`src/rtl/booth_arbiter_pkg.sv`:
```
// Shared types for the round-robin Booth multiplier arbiter.
// Holds the FSM state encoding and the Booth step opcodes.
package booth_arbiter_pkg;

    typedef enum logic [1:0] {
        S_IDLE = 2'd0,
        S_RUN  = 2'd1,
        S_DONE = 2'd2
    } state_e;

    typedef enum logic [1:0] {
        OP_NOP = 2'd0,
        OP_ADD = 2'd1,
        OP_SUB = 2'd2
    } op_e;

    // Booth recoding of the (q0, q-1) pair.
    function automatic op_e booth_op(input logic [1:0] pair);
        op_e op;
        case (pair)
            2'b01:   op = OP_ADD;
            2'b10:   op = OP_SUB;
            default: op = OP_NOP;
        endcase
        return op;
    endfunction

endpackage

```
`src/rtl/booth_arbiter_seq_core.sv`:
```
// Sequential radix-2 Booth multiplier, one step per clock.
// Ports: clk, rst_n (async low), start_i, a_i, b_i in;
//        done_o (counter at zero), product_o (signed a*b) out.
module booth_seq_core
    import booth_arbiter_pkg::*;
#(
    parameter int WIDTH = 32
) (
    input  logic               clk,
    input  logic               rst_n,
    input  logic               start_i,
    input  logic [WIDTH-1:0]   a_i,
    input  logic [WIDTH-1:0]   b_i,
    output logic               done_o,
    output logic [2*WIDTH-1:0] product_o
);

    localparam int AW = 2 * WIDTH + 2;
    localparam int CW = $clog2(WIDTH + 1);

    // acc = {upper (WIDTH+1, sign guard), multiplier (WIDTH), q-1}
    logic [AW-1:0]    acc_q, acc_d;
    logic [WIDTH-1:0] a_q, a_d;
    logic [CW-1:0]    cnt_q, cnt_d;

    logic [WIDTH:0]   upper;
    logic [WIDTH:0]   a_ext;
    logic [WIDTH:0]   sum;
    logic [AW-1:0]    shifted;
    op_e              op;

    always_comb begin
        upper = acc_q[AW-1 -: WIDTH+1];
        a_ext = {a_q[WIDTH-1], a_q};
        op    = booth_op(acc_q[1:0]);
        case (op)
            OP_ADD:  sum = upper + a_ext;
            OP_SUB:  sum = upper - a_ext;
            default: sum = upper;
        endcase
        // arithmetic shift right of {sum, multiplier, q-1}
        shifted = {sum[WIDTH], sum, acc_q[WIDTH:1]};
    end

    always_comb begin
        acc_d = acc_q;
        a_d   = a_q;
        cnt_d = cnt_q;
        if (start_i) begin
            acc_d = {{(WIDTH + 1){1'b0}}, b_i, 1'b0};
            a_d   = a_i;
            cnt_d = CW'(WIDTH);
        end else if (cnt_q != '0) begin
            acc_d = shifted;
            cnt_d = cnt_q - CW'(1);
        end
    end

    always_ff @(posedge clk or negedge rst_n) begin
        if (!rst_n) begin
            acc_q <= '0;
            a_q   <= '0;
            cnt_q <= '0;
        end else begin
            acc_q <= acc_d;
            a_q   <= a_d;
            cnt_q <= cnt_d;
        end
    end

    assign done_o    = (cnt_q == '0);
    assign product_o = acc_q[2*WIDTH:1];

endmodule

```
`src/rtl/booth_arbiter.sv`:
```
// Round-robin arbiter sharing one sequential Booth multiplier.
// Ports: clk, rst (async low); req_valid/req_a/req_b/req_ready per
//        requester; rsp_valid/rsp_ready/rsp_id/rsp_c response; busy.
module booth_arbiter
    import booth_arbiter_pkg::*;
#(
    parameter int NREQ  = 4,
    parameter int WIDTH = 32
) (
    input  logic                    clk,
    input  logic                    rst,
    input  logic [NREQ-1:0]         req_valid,
    input  logic [NREQ*WIDTH-1:0]   req_a,
    input  logic [NREQ*WIDTH-1:0]   req_b,
    output logic [NREQ-1:0]         req_ready,
    output logic                    rsp_valid,
    input  logic                    rsp_ready,
    output logic [$clog2(NREQ)-1:0] rsp_id,
    output logic [2*WIDTH-1:0]      rsp_c,
    output logic                    busy
);

    localparam int IDW = $clog2(NREQ);

    state_e           state_q, state_d;
    logic [IDW-1:0]   last_q, last_d;
    logic [IDW-1:0]   id_q, id_d;

    logic             found;
    logic [IDW-1:0]   win;
    logic [IDW-1:0]   cand;
    logic [WIDTH-1:0] a_sel;
    logic [WIDTH-1:0] b_sel;
    logic             hs;
    logic             core_done;
    logic [2*WIDTH-1:0] core_prod;

    // Search starts one past the last granted requester.
    always_comb begin
        found = 1'b0;
        win   = '0;
        cand  = '0;
        for (int i = 1; i <= NREQ; i++) begin
            cand = IDW'((int'(last_q) + i) % NREQ);
            if (!found && req_valid[cand]) begin
                found = 1'b1;
                win   = cand;
            end
        end
    end

    always_comb begin
        a_sel = '0;
        b_sel = '0;
        for (int i = 0; i < NREQ; i++) begin
            if (win == IDW'(i)) begin
                a_sel = req_a[i*WIDTH +: WIDTH];
                b_sel = req_b[i*WIDTH +: WIDTH];
            end
        end
    end

    // Grants are suppressed while reset is held.
    assign hs        = rst && (state_q == S_IDLE) && found;
    assign req_ready = hs ? (NREQ'(1) << win) : '0;

    always_comb begin
        state_d = state_q;
        last_d  = last_q;
        id_d    = id_q;
        case (state_q)
            S_IDLE: begin
                if (hs) begin
                    state_d = S_RUN;
                    last_d  = win;
                    id_d    = win;
                end
            end
            S_RUN: begin
                if (core_done) state_d = S_DONE;
            end
            S_DONE: begin
                if (rsp_ready) state_d = S_IDLE;
            end
            default: state_d = S_IDLE;
        endcase
    end

    always_ff @(posedge clk or negedge rst) begin
        if (!rst) begin
            state_q <= S_IDLE;
            last_q  <= IDW'(NREQ - 1);
            id_q    <= '0;
        end else begin
            state_q <= state_d;
            last_q  <= last_d;
            id_q    <= id_d;
        end
    end

    booth_seq_core #(
        .WIDTH (WIDTH)
    ) u_core (
        .clk       (clk),
        .rst_n     (rst),
        .start_i   (hs),
        .a_i       (a_sel),
        .b_i       (b_sel),
        .done_o    (core_done),
        .product_o (core_prod)
    );

    assign rsp_valid = (state_q == S_DONE);
    assign rsp_c     = rsp_valid ? core_prod : '0;
    assign rsp_id    = rsp_valid ? id_q : '0;
    assign busy      = (state_q != S_IDLE);

endmodule

```
`config.mk`:
```
export PLATFORM = sky130hd
export DESIGN_NAME = booth_arbiter
export DESIGN_NICKNAME = d
export VERILOG_FILES = /design/src/rtl/booth_arbiter_pkg.sv /design/src/rtl/booth_arbiter_seq_core.sv /design/src/rtl/booth_arbiter.sv
export SDC_FILE = /design/constraint.sdc
export NUM_CORES = 1
export LEC_CHECK = 0
export ABC_CLOCK_PERIOD_IN_PS = 9200
export CAP_MARGIN = 20
export CORE_MARGIN = 4
export CORE_UTILIZATION = 51
export CTS_CLUSTER_SIZE = 16
export DETAILED_ROUTE_END_ITERATION = 7
export PLACE_DENSITY = 0.95
export RECOVER_POWER = 100
export SYNTH_ARGS = -nofsm -noshare
export SYNTH_HDL_FRONTEND = slang
export SYNTH_SLANG_ARGS = --single-unit
```
`constraint.sdc`:
```
create_clock -name clk -period 9.2 [get_ports clk]
set_input_delay 2.3 -clock clk [delete_from_list [all_inputs] [get_ports clk]]
set_output_delay 2.3 -clock clk [all_outputs]
set_load 0.05 [all_outputs]
```
==> impl_metrics.sql, run 1 <==
INSERT INTO impl_metrics (metric_group, metric, value, unit) VALUES
('outcome', 'run_status', 'finished with violations', ''),
('outcome', 'failing_checks', 'capacitance limit, slew limit', ''),
('synthesis', 'synthesis.area', '0.009656', 'sq mm'),
('setup_path', 'setup.worst_path.class', 'input port to output port', ''),
('sta', 'grt_setup_unrepaired', 'no', ''),
('routing', 'drtIter0Drc', '860', ''),
('synthesis', 'yosys.area_share.simple', '0.3199', ''),
('setup_path', 'r2r_end', 'u_core.a_q[28]$_DFFE_PN0P_', ''),
('routing', 'drt_pass1_iterations', '6', ''),
('routing', 'drt-wirelength-per-cell', '17.52', 'um'),
('synthesis', 'ys_flop_type', 'sky130_fd_sc_hd__dfrtp_1', ''),
('global_route', 'grt_pass1_wl', '50820', 'um'),
('sta', 'hold_viol_final', '0', ''),
('clocking', 'cts.htree.levels', '3', ''),
('sta', 'setup_ws', '1928', 'ps'),
('synthesis', 'syn-instance-count', '1367', ''),
('setup_path', 'critPathCaptureType', 'output port', ''),
('clocking', 'cts-root-buf', 'sky130_fd_sc_hd__clkbuf_16', ''),
('synthesis', 'cell_accounting_for_the_most_synthesized_area', 'sky130_fd_sc_hd__dfrtp_1', ''),
('clocking', 'clkTransAtPathRegs', '70', 'ps'),
('clocking', 'clk-insertion-delay-late', '370', 'ps'),
('synthesis', 'ys_ff_latch', '109', ''),
('setup_path', 'worstPathBufferInverterCount', '3', ''),
('setup_path', 'startpoint_type', 'input port', ''),
('synthesis', 'synth.top_cell.area_share', '0.2773', ''),
('power', 'powerDensity', '369.0', 'mW/mm^2'),
('clocking', 'postCtsSetupBuffers', '0', ''),
('die', 'cell_rows', '50', ''),
('routing', 'drcViolationCount', '0', ''),
('power', 'vdd_drop_max', '0.1860', 'mV'),
('placement', 'pre_cts_ws', '1984', 'ps'),
('sta', 'max_slew_margin', '-1.808', ''),
('flow_run', 'cap_viol_max_count', '4', ''),
('synthesis', 'synth.area.top_cells', 'sky130_fd_sc_hd__dfrtp_1 28%, sky130_fd_sc_hd__nand2_1 15%, sky130_fd_sc_hd__o21ai_0 5.8%, sky130_fd_sc_hd__ha_1 4.5%, sky130_fd_sc_hd__and2_1 4.3%', ''),
('cells_and_area', 'layout-area-overhead-vs-synth', '38.65', '%'),
('clocking', 'postCtsHoldBufs', '0', ''),
('placement', 'dpl-instance-area', '0.01306', 'sq mm'),
('die', 'design.portCount', '335', ''),
('synthesis', 'asyncSetResetFlopFracSynth', '1.000', ''),
('setup_path', 'critical-path-top-delay-family', 'buffers and inverters', ''),
('setup_path', 'timing.reg2reg.setup_slack', '3890', 'ps'),
('sta', 'drv_slew', '268', ''),
('die', 'floorplan.core_area', '0.01864', 'sq mm'),
('sta', 'fin_crit_share', '0.7905', ''),
('clocking', 'post_cts_sizing_count', '0', ''),
('sta', 'timing.hold.ws', '498.4', 'ps'),
('placement', 'portBuffers', '334', ''),
('setup_path', 'worstPathMaxFanout', '43', ''),
('global_route', 'grt_antenna_before_repair', '0', ''),
('routing', 'vias_post_dr', '10750', ''),
('global_route', 'aggregate_global_route_resource_usage', '0.2927', ''),
('die', 'die_area', '0.02120', 'sq mm'),
('sta', 'max_fclk', '0.1375', 'GHz'),
('die', 'start_util', '0.5179', ''),
('sta', 'final_setup_skew', '18.30', 'ps'),
('synthesis', 'synth.lib_cells_used.distinct', '70', ''),
('clocking', 'tritoncts.num_buffers', '9', ''),
('setup_path', 'crit_path_end', 'req_ready[0]', ''),
('cells_and_area', 'design_area', '0.01339', 'sq mm'),
('placement', 'post-dp-hpwl', '25110', 'um'),
('synthesis', 'post_synth_edffs', '0', ''),
('global_route', 'pin_count_of_the_biggest_net_entering_global_routing', '99', ''),
('placement', 'gpl.final_weighted_congestion', '0.8913', ''),
('synthesis', 'largest_family_of_logic_cells_by_synthesized_area', 'simple AND/OR/NAND/NOR gates', ''),
('cells_and_area', 'total_area_of_multi_input_combinational_cells', '0.006511', 'sq mm'),
('cells_and_area', 'antenna-diode-count', '0', ''),
('routing', 'route.antenna.remaining_nets', '0', ''),
('synthesis', 'ys.warnings.count', '0', ''),
('clocking', 'tritoncts', 'done', ''),
('die', 'die_h', '145.6', 'um'),
('setup_path', 'cp_cell_sequence', 'clkdlybuf4s50_1 -> nor2b_1 -> o21a_1 -> nor3_2 -> buf_4 -> and3_1 -> dlygate4sd3_1', '');
[report_power, final]
group | switching (mW) | internal, mW | total (mW) | leakage [nW]
registers | 0.278 | 0.742 | 1.02 | 1.34
logic | 2.04 | 1.48 | 3.51 | 4.52
clock network | 0.182 | 0.228 | 0.410 | 0.149
[cells in the mapped netlist, drive strengths merged (7+ instances only)]
cell type / count
nor2: 59
and2: 68
a31oi: 13
xor2: 12
or3: 11
o211ai: 53
nand2b: 8
clkbuf: 84
and3: 10
a211oi: 7
inv: 20
mux2i: 40
dfrtp: 107
buf: 11
a21o: 14
ha: 35
nand2: 394
nor3: 24
a21oi: 66
o21ai: 130
nand3: 75
xnor2: 44
[metrics by stage]
step                cells    util
finish               1869  0.7181
CTS                  1867  0.7174
global placement     1851  0.7007
detailed placement   1851  0.7007
floorplan            1367       -
global route         1869  0.7181
[layer usage]
layer / GRT usage / wire, um / share of wire / up-vias
li1: - / - / - / 5263
met1: 0.3944 / 13890 / 0.42 / 4981
met2: 0.4866 / 15650 / 0.48 / 457
met3: 0.04609 / 2381 / 0.073 / 51
met4: 0.09117 / 822 / 0.025 / 0
met5: 0 / 0 / 0 / -
[kinds of logic after synthesis]
kind of cell / Yosys count
buffers and inverters: 115
and+or+nand+nor: 682
adders and majority gates: 36
xor gates and xnor gates: 56
AOI/OAI and AO/OA: 329
muxes: 40
DFF: 109
[placed cells by master (no fill, tap or decap), drive strengths merged, types with 4 or more instances in the layout]
cell	synthesis	routed
a21oi	66	66
nand4	5	5
xor2	12	12
nand2	394	394
and3	10	10
a21o	14	14
mux2i	40	40
clkbuf	84	15
a31o	5	5
o211ai	53	53
nor3	24	24
or3	11	11
nand2b	8	8
and2	68	68
dfrtp	107	107
ha	35	35
xnor2	44	44
nand3	75	75
nor4	6	6
buf	11	11
nor2	59	59
a31oi	13	13
o31ai	4	4
dlygate4sd3	0	73
clkdlybuf4s50	0	260
o211a	4	4
o21a	6	6
a211oi	7	7
inv	20	21
o21ai	130	130
[state kept, by name (all words and copies together) (netlist names)]
register	cells
last_q	2
u_core.cnt_q	6
state_q	2
u_core.a_q	32
id_q	2
u_core.acc_q	65
[how the worst min path moves through the flow]
stage	endpoint	slack (ps)	from	depth (start not counted)
3_3_place_gp	id_q[1]$_DFFE_PN0P_	460	id_q[1]$_DFFE_PN0P_	2
2_1_floorplan	id_q[1]$_DFFE_PN0P_	440	id_q[1]$_DFFE_PN0P_	2
5_1_grt	id_q[1]$_DFFE_PN0P_	530	id_q[1]$_DFFE_PN0P_	2
6_report	id_q[1]$_DFFE_PN0P_	500	id_q[1]$_DFFE_PN0P_	2
3_5_place_dp	id_q[1]$_DFFE_PN0P_	480	id_q[1]$_DFFE_PN0P_	2
4_1_cts	id_q[1]$_DFFE_PN0P_	500	id_q[1]$_DFFE_PN0P_	2
[worst reg2reg max path: stages (launching register included)]
cell and delay [ps]:
sky130_fd_sc_hd__dfrtp_1 400, sky130_fd_sc_hd__nor2_1 420, sky130_fd_sc_hd__o311a_2 310, sky130_fd_sc_hd__clkbuf_1 2950, sky130_fd_sc_hd__o211ai_1 770, sky130_fd_sc_hd__o21ai_0 300
[area by class of cell]
| class | count | share of cell area |
|---|---|---|
| clock buffer | 12 | 0.01916 |
| timing repair buffer | 347 | 0.2590 |
| inverter | 20 | 0.005607 |
| clock inverter | 4 | 0.004112 |
| multi-input combinational | 1143 | 0.4864 |
| tap | 234 | 0.02187 |
| sequential | 109 | 0.2039 |
Note: power is estimated with default switching activity, not from simulation.
==> inputs of run 2 (changes only) <==
Settings changed: ABC_CLOCK_PERIOD_IN_PS 9200 to 6030, CORE_UTILIZATION 51 to 42, PLACE_DENSITY 0.95 to 0.84.
Clock period 9.2 ns to 6.03 ns, I/O delays scaled along.
==> impl_metrics.sql, run 2 (synthesis results as in run 1) <==
INSERT INTO impl_metrics (metric_group, metric, value, unit) VALUES
('clocking', 'clock_tree.buffer_depth', '2', ''),
('clocking', 'clkTransAtPathRegs', '70', 'ps'),
('global_route', 'grt.met2_usage', '0.4065', ''),
('routing', 'via_per_instance_ratio', '5.480', ''),
('die', 'cell_rows', '55', ''),
('routing', 'drcViolationCount', '0', ''),
('global_route', 'total_overflow_reported_by_the_global_router', '0', ''),
('setup_path', 'setup.worst_path.start', 'req_valid[3]', ''),
('die', 'start_util', '0.4265', ''),
('cells_and_area', 'fin_cells', '1920', ''),
('routing', 'drt-wirelength-per-cell', '17.30', 'um'),
('routing', 'vias_post_dr', '10520', ''),
('sta', 'worst_pin_slew', '1846', 'ps'),
('global_route', 'grt_most_used_layer', 'met2', ''),
('clocking', 'tritoncts.num_buffers', '9', ''),
('clocking', 'clk-insertion-delay-late', '350', 'ps'),
('routing', 'drtIter0Drc', '654', ''),
('clocking', 'cts.htree.levels', '3', ''),
('worst_hold_path', 'holdCritPathClass', 'flop to flop', ''),
('global_route', 'aggregate_global_route_resource_usage', '0.2478', ''),
('flow_run', 'cap_viol_max_count', '3', ''),
('setup_path', 'cp.arrival', '3810', 'ps'),
('cells_and_area', 'layout.core_utilization', '0.5924', ''),
('clocking', 'tritoncts_num_sinks', '109', ''),
('placement', 'portBuffers', '334', ''),
('placement', 'gpl.final_weighted_congestion', '0.9287', ''),
('clocking', 'postCtsSetupBuffers', '0', ''),
('global_route', 'pin_count_of_the_biggest_net_entering_global_routing', '96', ''),
('setup_path', 'reg2reg_from', 'u_core.a_q[3]$_DFFE_PN0P_', ''),
('global_route', 'grt_util_met1', '0.3351', ''),
('sta', 'setup_viol_count_final', '0', ''),
('cells_and_area', 'antenna-diode-count', '0', ''),
('cells_and_area', 'most-common-layout-cells', '394 x sky130_fd_sc_hd__nand2_1, 261 x sky130_fd_sc_hd__clkdlybuf4s50_1, 120 x sky130_fd_sc_hd__o21ai_0', ''),
('global_route', 'grt_pass1_wl', '51790', 'um'),
('setup_path', 'timing.reg2reg.setup_slack', '990', 'ps'),
('setup_path', 'startpoint_type', 'input port', ''),
('sta', 'layout_min_cycle_time', '5314', 'ps'),
('clocking', 'cts-root-buf', 'sky130_fd_sc_hd__clkbuf_16', ''),
('cells_and_area', 'fraction_of_layout_cells_with_a_size_suffix_above_1', '0.02997', ''),
('cells_and_area', 'layout-area-overhead-vs-synth', '38.91', '%'),
('setup_path', 'critPathCaptureType', 'output port', ''),
('die', 'die_width', '159.6', 'um'),
('cells_and_area', 'largest_register_ffs', '65', ''),
('sta', 'drv_slew', '168', ''),
('setup_path', 'worstPathMaxFanout', '48', ''),
('sta', 'setup-tns-final', '0', 'ps'),
('setup_path', 'r2r_end', 'u_core.acc_q[64]$_DFFE_PN0P_', ''),
('power', 'powerDensity', '557.9', 'mW/mm^2'),
('placement', 'post-dp-hpwl', '25580', 'um'),
('power', 'totalPowerFinal', '7.483', 'mW'),
('cells_and_area', 'mostFrequentLayoutCell', 'sky130_fd_sc_hd__nand2_1', ''),
('clocking', 'postCtsHoldBufs', '0', ''),
('outcome', 'failing_checks', 'capacitance limit, slew limit', ''),
('cells_and_area', 'largest_registers_in_the_final_layout', 'u_core.acc_q: 65 flops, u_core.a_q: 32 flops, u_core.cnt_q: 6 flops', ''),
('sta', 'hold_viol_final', '0', ''),
('power', 'vdd_drop_max', '0.2786', 'mV'),
('setup_path', 'setup.worst_path.class', 'input port to output port', ''),
('setup_path', 'reg2reg_depth', '16', ''),
('routing', 'wl', '33210', 'um'),
('worst_hold_path', 'hold_path_depth', '2', ''),
('sta', 'max_fclk', '0.1882', 'GHz'),
('setup_path', 'cp.required', '4520', 'ps'),
('global_route', 'grt_antenna_before_repair', '0', ''),
('sta', 'final_setup_skew', '8.648', 'ps'),
('clocking', 'tritoncts', 'done', ''),
('global_route', 'globalRouteMet3Util', '0.03948', ''),
('cells_and_area', 'nNetsFinal', '1929', ''),
('sta', 'max_slew_margin', '-0.2309', ''),
('outcome', 'run_status', 'finished with violations', ''),
('clocking', 'post_cts_sizing_count', '0', ''),
('die', 'die_h', '159.6', 'um'),
('global_route', 'number_of_global_route_vias_before_repair', '9863', ''),
('worst_hold_path', 'hold-path-endpoint', 'id_q[1]$_DFFE_PN0P_', ''),
('die', 'design.portCount', '335', ''),
('die', 'floorplan.core_area', '0.02264', 'sq mm'),
('sta', 'grt_setup_unrepaired', 'no', ''),
('power', 'total_leakage_power', '5.985', 'nW'),
('sta', 'fin_crit_share', '0.8813', ''),
('worst_hold_path', 'hold_path.startpoint', 'id_q[1]$_DFFE_PN0P_', ''),
('routing', 'drt_pass1_iterations', '5', ''),
('die', 'die_area', '0.02548', 'sq mm'),
('cells_and_area', 'registers.top_by_ff_count', 'u_core.acc_q', ''),
('routing', 'route.antenna.remaining_nets', '0', ''),
('placement', 'place_inst', '1902', '');
==> run 2: cell types whose count changed in the layout (fill, tap and decap cells not counted), moves of 2 or more <==
cell                            change
sky130_fd_sc_hd__o21ai_0            +6
sky130_fd_sc_hd__o21ai_1            -6
sky130_fd_sc_hd__dlygate4sd3_1      -5
sky130_fd_sc_hd__clkbuf_2           +4
sky130_fd_sc_hd__clkbuf_1           +2
sky130_fd_sc_hd__clkbuf_8           -2
==> run 2: cell type report <==
type / count / area [sq um]
fill: 2073 / 9228
multi-input combinational: 1143 / 6509
timing repair buffer: 347 / 3420
sequential: 109 / 2730
tap: 285 / 356.6
clock buffer: 10 / 229.0
clock inverter: 6 / 93.84
inverter: 20 / 75.07
==> run 2: stage by stage <==
| stage | worst slack, ps | hold slack [ps] | area (sq um) |
|---|---|---|---|
| after CTS | 1045 | 487.7 | 13450 |
| after global placement | 1063 | 455.8 | 13130 |
| after global routing | 502.2 | 549.7 | 13410 |
| after floorplan | 1072 | 441.8 | 9656 |
| final | 715.9 | 488.0 | 13410 |
| after detailed placement | 1068 | 468.2 | 13130 |
==> run 2: routing by layer <==
| metal | up-vias | routed length, um |
|---|---|---|
| li1 | 5259 | - |
| met1 | 4864 | 14770 |
| met2 | 345 | 15680 |
| met5 | - | 0 |
| met4 | 0 | 928 |
| met3 | 54 | 1827 |
==> run 2: worst max-delay path by stage <==
stage | slack, ps | endpoint
2_1_floorplan | 1070 | req_ready[3]
3_3_place_gp | 1060 | req_ready[0]
3_5_place_dp | 1070 | req_ready[0]
4_1_cts | 1050 | req_ready[0]
5_1_grt | 500 | u_core.acc_q[32]$_DFFE_PN0P_
6_report | 720 | req_ready[0]
==> run 2: report_power, final <==
| group | internal, mW | switching, mW | total (mW) |
|---|---|---|---|
| combinational | 2.21 | 3.07 | 5.27 |
| sequential | 1.13 | 0.428 | 1.56 |
| clock | 0.369 | 0.284 | 0.653 |
==> run 2: worst max-delay path, stage by stage <==
cell,delay (ps)
sky130_fd_sc_hd__clkdlybuf4s50_1,550
sky130_fd_sc_hd__nor2b_1,210
sky130_fd_sc_hd__o21a_1,190
sky130_fd_sc_hd__nor3_2,160
sky130_fd_sc_hd__buf_4,410
sky130_fd_sc_hd__and3_1,250
sky130_fd_sc_hd__clkbuf_1,520
==> RTL edit 1 (settings of run 1) <==
`a_q` no longer has a reset.
--- a/src/rtl/booth_arbiter_seq_core.sv
+++ b/src/rtl/booth_arbiter_seq_core.sv
@@ -59,13 +59,15 @@
     always_ff @(posedge clk or negedge rst_n) begin
         if (!rst_n) begin
             acc_q <= '0;
-            a_q   <= '0;
             cnt_q <= '0;
         end else begin
             acc_q <= acc_d;
-            a_q   <= a_d;
             cnt_q <= cnt_d;
         end
+    end
+
+    always_ff @(posedge clk) begin
+        a_q <= a_d;
     end
 
     assign done_o    = (cnt_q == '0);
Behaviour: same outputs for any inputs over 4 cycles, from zero or initial values and one cycle with rst low; that may be too few to reach the edited logic, so the function may still have changed.
==> RTL edit 1 against run 1 <==
Routed wire length shrank 4.9%; global-route usage grew 0.31 points; critical path type unchanged; worst hold slack gained 14 ps; die area shrank 4.4%; design area shrank 3.2%; sequential cell count is the same; area after synthesis shrank 4.6%; the flow still finishes with violations (max-capacitance violations, max-slew violations); power shrank 11%; setup slack lost 740 ps; non-clock buffer count grew 2; highest routed layer unchanged.
==> RTL edit 1: results (changes against run 1) <==
* Count of pins over their slew limit: 480 (+79%)
- Compound-cell area share of the yosys netlist: 25.2% (+4.0 points)
* MaxCap Viol Count: 9 (+5)
* Depth of the worst register-to-register path: 9 (+4)
* Outcome: finished with violations
- Max transition margin: -97.4% (+83 points)
* Largest cells by area after synthesis: sky130_fd_sc_hd__dfrtp_1, sky130_fd_sc_hd__edfxtp_1, sky130_fd_sc_hd__nand2_1
* Global Route Usage Sum: 29.6% (+0.31 points)
* Maximum fanout encountered on the critical timing path: 65 (+51%)
* Placed instance count: 1699 (-8.2%)
* R2R Path End: u_core.acc_q[27]
- The adder and majority cell fraction of the synthesized area was 4.97% (+0.23 points).
- The final reports fail on max-capacitance violations, max-slew violations.
- The vias after detailed routing was 10100 (-5.8%).
- Via count of the first global-routing pass: 9411 (-4.5%)
* Leading post-synthesis cells by instance count: sky130_fd_sc_hd__nand2_1, sky130_fd_sc_hd__and2_1, sky130_fd_sc_hd__a31oi_1
- Synthesized area per cell: 7.63 µm² (+8.0%)
* Parity-gate share of the synthesized area counting xor and xnor cells: 5.32% (+0.24 points)
- FF-to-FF Start: last_q[0]
* Clock Skews: 9.25 ps (-9.05 ps)
- The count of multi-input combinational gates came to 1000 (-13%).
- Fraction of the yosys area taken by sequential cells: 31.4% (+3.1 points)
- The average detailed-routed wire length per instance came to 18.1 µm (+3.6%).
* Design Power: 4.37 mW (-11%)
- The pin count of the biggest net entering global routing was 75 (-24%).
- The met3 demand-to-capacity share in global routing is 4.60% (-0.0057 points).
* FF/Latch Area: 2890 µm² (+5.9%)
* LEAKAGE: 5.40 nW (-10%)
* Met1 global-route usage: 37.6% (-1.8 points)
[RTL edit 1: cell types whose count changed in the layout (fill, tap and decap cells not counted), sizes merged, moves of 37 or more]
cell,run 1,this run
nand2,394,241
a31oi,13,99
nand3,75,8
o21ai,130,63
a211oi,7,73
and2,68,131
o211ai,53,11
nor2,59,97
mux2i,40,3
[RTL edit 1: critical path: stages]
cell,delay (ps)
sky130_fd_sc_hd__clkdlybuf4s50_1,480
sky130_fd_sc_hd__nor2b_1,180
sky130_fd_sc_hd__nor2_1,230
sky130_fd_sc_hd__a21o_1,1320
sky130_fd_sc_hd__and3_1,300
sky130_fd_sc_hd__dlygate4sd3_1,890
[RTL edit 1: logic make-up after synthesis]
kind of cell | after synthesis
and+or+nand+nor | 545
buffers and inverters | 99
DFF | 109
AOI/OAI and AO/OA | 358
xor gates and xnor gates | 56
adders and majority gates | 36
muxes | 5
[RTL edit 1: layer usage]
metal	up-vias	share of wire (%)
li1	4842	-
met1	4753	40
met2	478	50
met3	56	7.4
met4	0	2.8
met5	-	0
==> RTL edit 2 (config.mk and constraints of run 1) <==
Made on the original files. The parameter `NREQ` goes from 4 to 2.
--- a/src/rtl/booth_arbiter.sv
+++ b/src/rtl/booth_arbiter.sv
@@ -4,7 +4,7 @@
 module booth_arbiter
     import booth_arbiter_pkg::*;
 #(
-    parameter int NREQ  = 4,
+    parameter int NREQ  = 2,
     parameter int WIDTH = 32
 ) (
     input  logic                    clk,
Interface: changed (5 resized); port bits go from 335 to 202. No check against the original RTL was run, so the function may have changed too.
==> RTL edit 2 against run 1 <==
The flow finishes with violations (design-rule violations, max-capacitance violations, max-slew violations); routed wire length shrank 24%; sequential cell count is 2 lower; core utilization fell by 3.0 points; count of clock-buffer cells in the layout shrank 1; power down 8.0%; setup slack got worse by 360 ps; area after synthesis down 20%; clock skew down 9.6 ps; worst hold slack better by 7.0 ps; design area down 25%.
==> RTL edit 2: results (changes against run 1) <==
* Switching share of power: 50.0% (-0.51 points)
- The number of maximum-capacitance violations is 3 (-1).
- After synthesis, the cell types taking the most area are sky130_fd_sc_hd__dfrtp_1, sky130_fd_sc_hd__a222oi_1, sky130_fd_sc_hd__a21oi_1.
- The total wire length after detailed routing was 25000 µm (-24%).
* Hold worst-path end: id_q
- The checks that failed: design-rule violations, max-capacitance violations, max-slew violations.
- Hold Crit Depth: 1 (-1)
* Fraction of the yosys area taken by sequential cells: 34.9% (+6.6 points)
* Mapped Nets: 1079 (-35%)
- The vias after detailed routing came to 7886 (-27%).
- The flow ran to the end, but the final reports show violations.
- The worst endpoint data arrival time is 7830 ps (+2860 ps).
* Count of pins over their slew limit: 171 (-36%)
- The met3 demand-to-capacity share in global routing is 7.07% (+2.5 points).
* RD Place Congestion: 0.957 (+7.3%)
- Maximum fanout encountered on the critical timing path: 64 (+49%)
- Port Buffers: 201 (-40%)
- Max Clk Rate: 0.131 GHz (-4.8%)
- The first-pass GRT wire length is 39100 µm (-23%).
- The sum of routed wire segments on met1 came to 9870 µm (-29%).
* First-pass iteration count of the detailed router: 8 (+2)
* Slack of the worst reg-to-reg path: 3480 ps (-410 ps)
- Residual DRC: 3 (+3)
- The initial antenna violation count came to 1 (+1).
- Largest net degree at the start of global routing: 67 (-32%)
- The met3 wire length was 2330 µm (-2.1%).
- Leading post-synthesis cells by instance count: sky130_fd_sc_hd__dfrtp_1, sky130_fd_sc_hd__a21oi_1, sky130_fd_sc_hd__nor2_1
[RTL edit 2: cell types whose count changed after synthesis, moves of 33 or more]
cell and delta:
sky130_fd_sc_hd__mux2i_1 -37, sky130_fd_sc_hd__o211ai_1 -43, sky130_fd_sc_hd__nand2_1 -350, sky130_fd_sc_hd__a21oi_1 +39, sky130_fd_sc_hd__a222oi_1 +64, sky130_fd_sc_hd__inv_1 +35
sky130_fd_sc_hd__nand3_1 -73, sky130_fd_sc_hd__o21ai_0 -69, sky130_fd_sc_hd__nor2_1 +33
[RTL edit 2: metrics by stage]
| stage | utilization [%] | worst slack (ps) | instances | hold slack [ps] | power (mW) |
|---|---|---|---|---|---|
| after floorplan | - | 3220 | 910 | 441 | 3.32 |
| after global placement | 66.9 | 2650 | 1240 | 451 | 3.95 |
| after detailed placement | 66.9 | 2570 | 1240 | 468 | 4.05 |
| after CTS | 68.9 | 2550 | 1256 | 505 | 4.48 |
| after global routing | 68.9 | 1260 | 1259 | 527 | 4.93 |
| final | 68.9 | 1560 | 1259 | 505 | 4.55 |
[RTL edit 2: logic make-up after synthesis]
logic type	Yosys count	share of synthesized area [%]
multiplexers	4	0.537
buffers and inverters	121	5.96
XOR/XNOR	64	7.39
flip-flops	107	34.9
AO/OA/AOI/OAI	298	26.6
adder cells (fa/ha/maj)	36	5.96
AND/OR/NAND/NOR	280	18.7
[RTL edit 2: final cells by class]
| cell class | instances | area share, % |
|---|---|---|
| multi-input cells | 682 | 45.3 |
| flip-flops and latches | 107 | 26.6 |
| repair buffers | 214 | 20.9 |
| clock buffers | 11 | 2.51 |
| well taps | 184 | 2.28 |
| inverters | 55 | 2.05 |
| clock inverters | 5 | 0.422 |
| diodes | 1 | 0.0248 |
[RTL edit 2: how the worst max path moves through the flow]
stage	startpoint	to	slack, ps	cells past startpoint
after global routing	rst	u_core.acc_q[2]	1260	9
final	req_valid[1]	u_core.acc_q[2]	1560	7
after detailed placement	req_valid[1]	req_ready[1]	2570	4
after floorplan	req_valid[1]	req_ready[1]	3220	5
after global placement	req_valid[1]	req_ready[1]	2650	4
after CTS	req_valid[1]	req_ready[1]	2550	4
[RTL edit 2: critical path, cell delays in order]
cell,delay [ps]
sky130_fd_sc_hd__clkdlybuf4s50_1,490
sky130_fd_sc_hd__o21ai_4,220
sky130_fd_sc_hd__clkbuf_1,810
sky130_fd_sc_hd__clkbuf_1,2080
sky130_fd_sc_hd__nand2_2,1450
sky130_fd_sc_hd__nor2_1,380
sky130_fd_sc_hd__a21oi_1,70
[RTL edit 2: power groups by stage]
stage	logic [mW]	registers, mW	clock network, mW
final	3.14	1.01	0.397
after global routing	3.47	1.04	0.420
after CTS	3.08	1.00	0.400
after detailed placement	3.04	1.01	0
after global placement	2.95	0.998	0
after floorplan	2.42	0.901	0
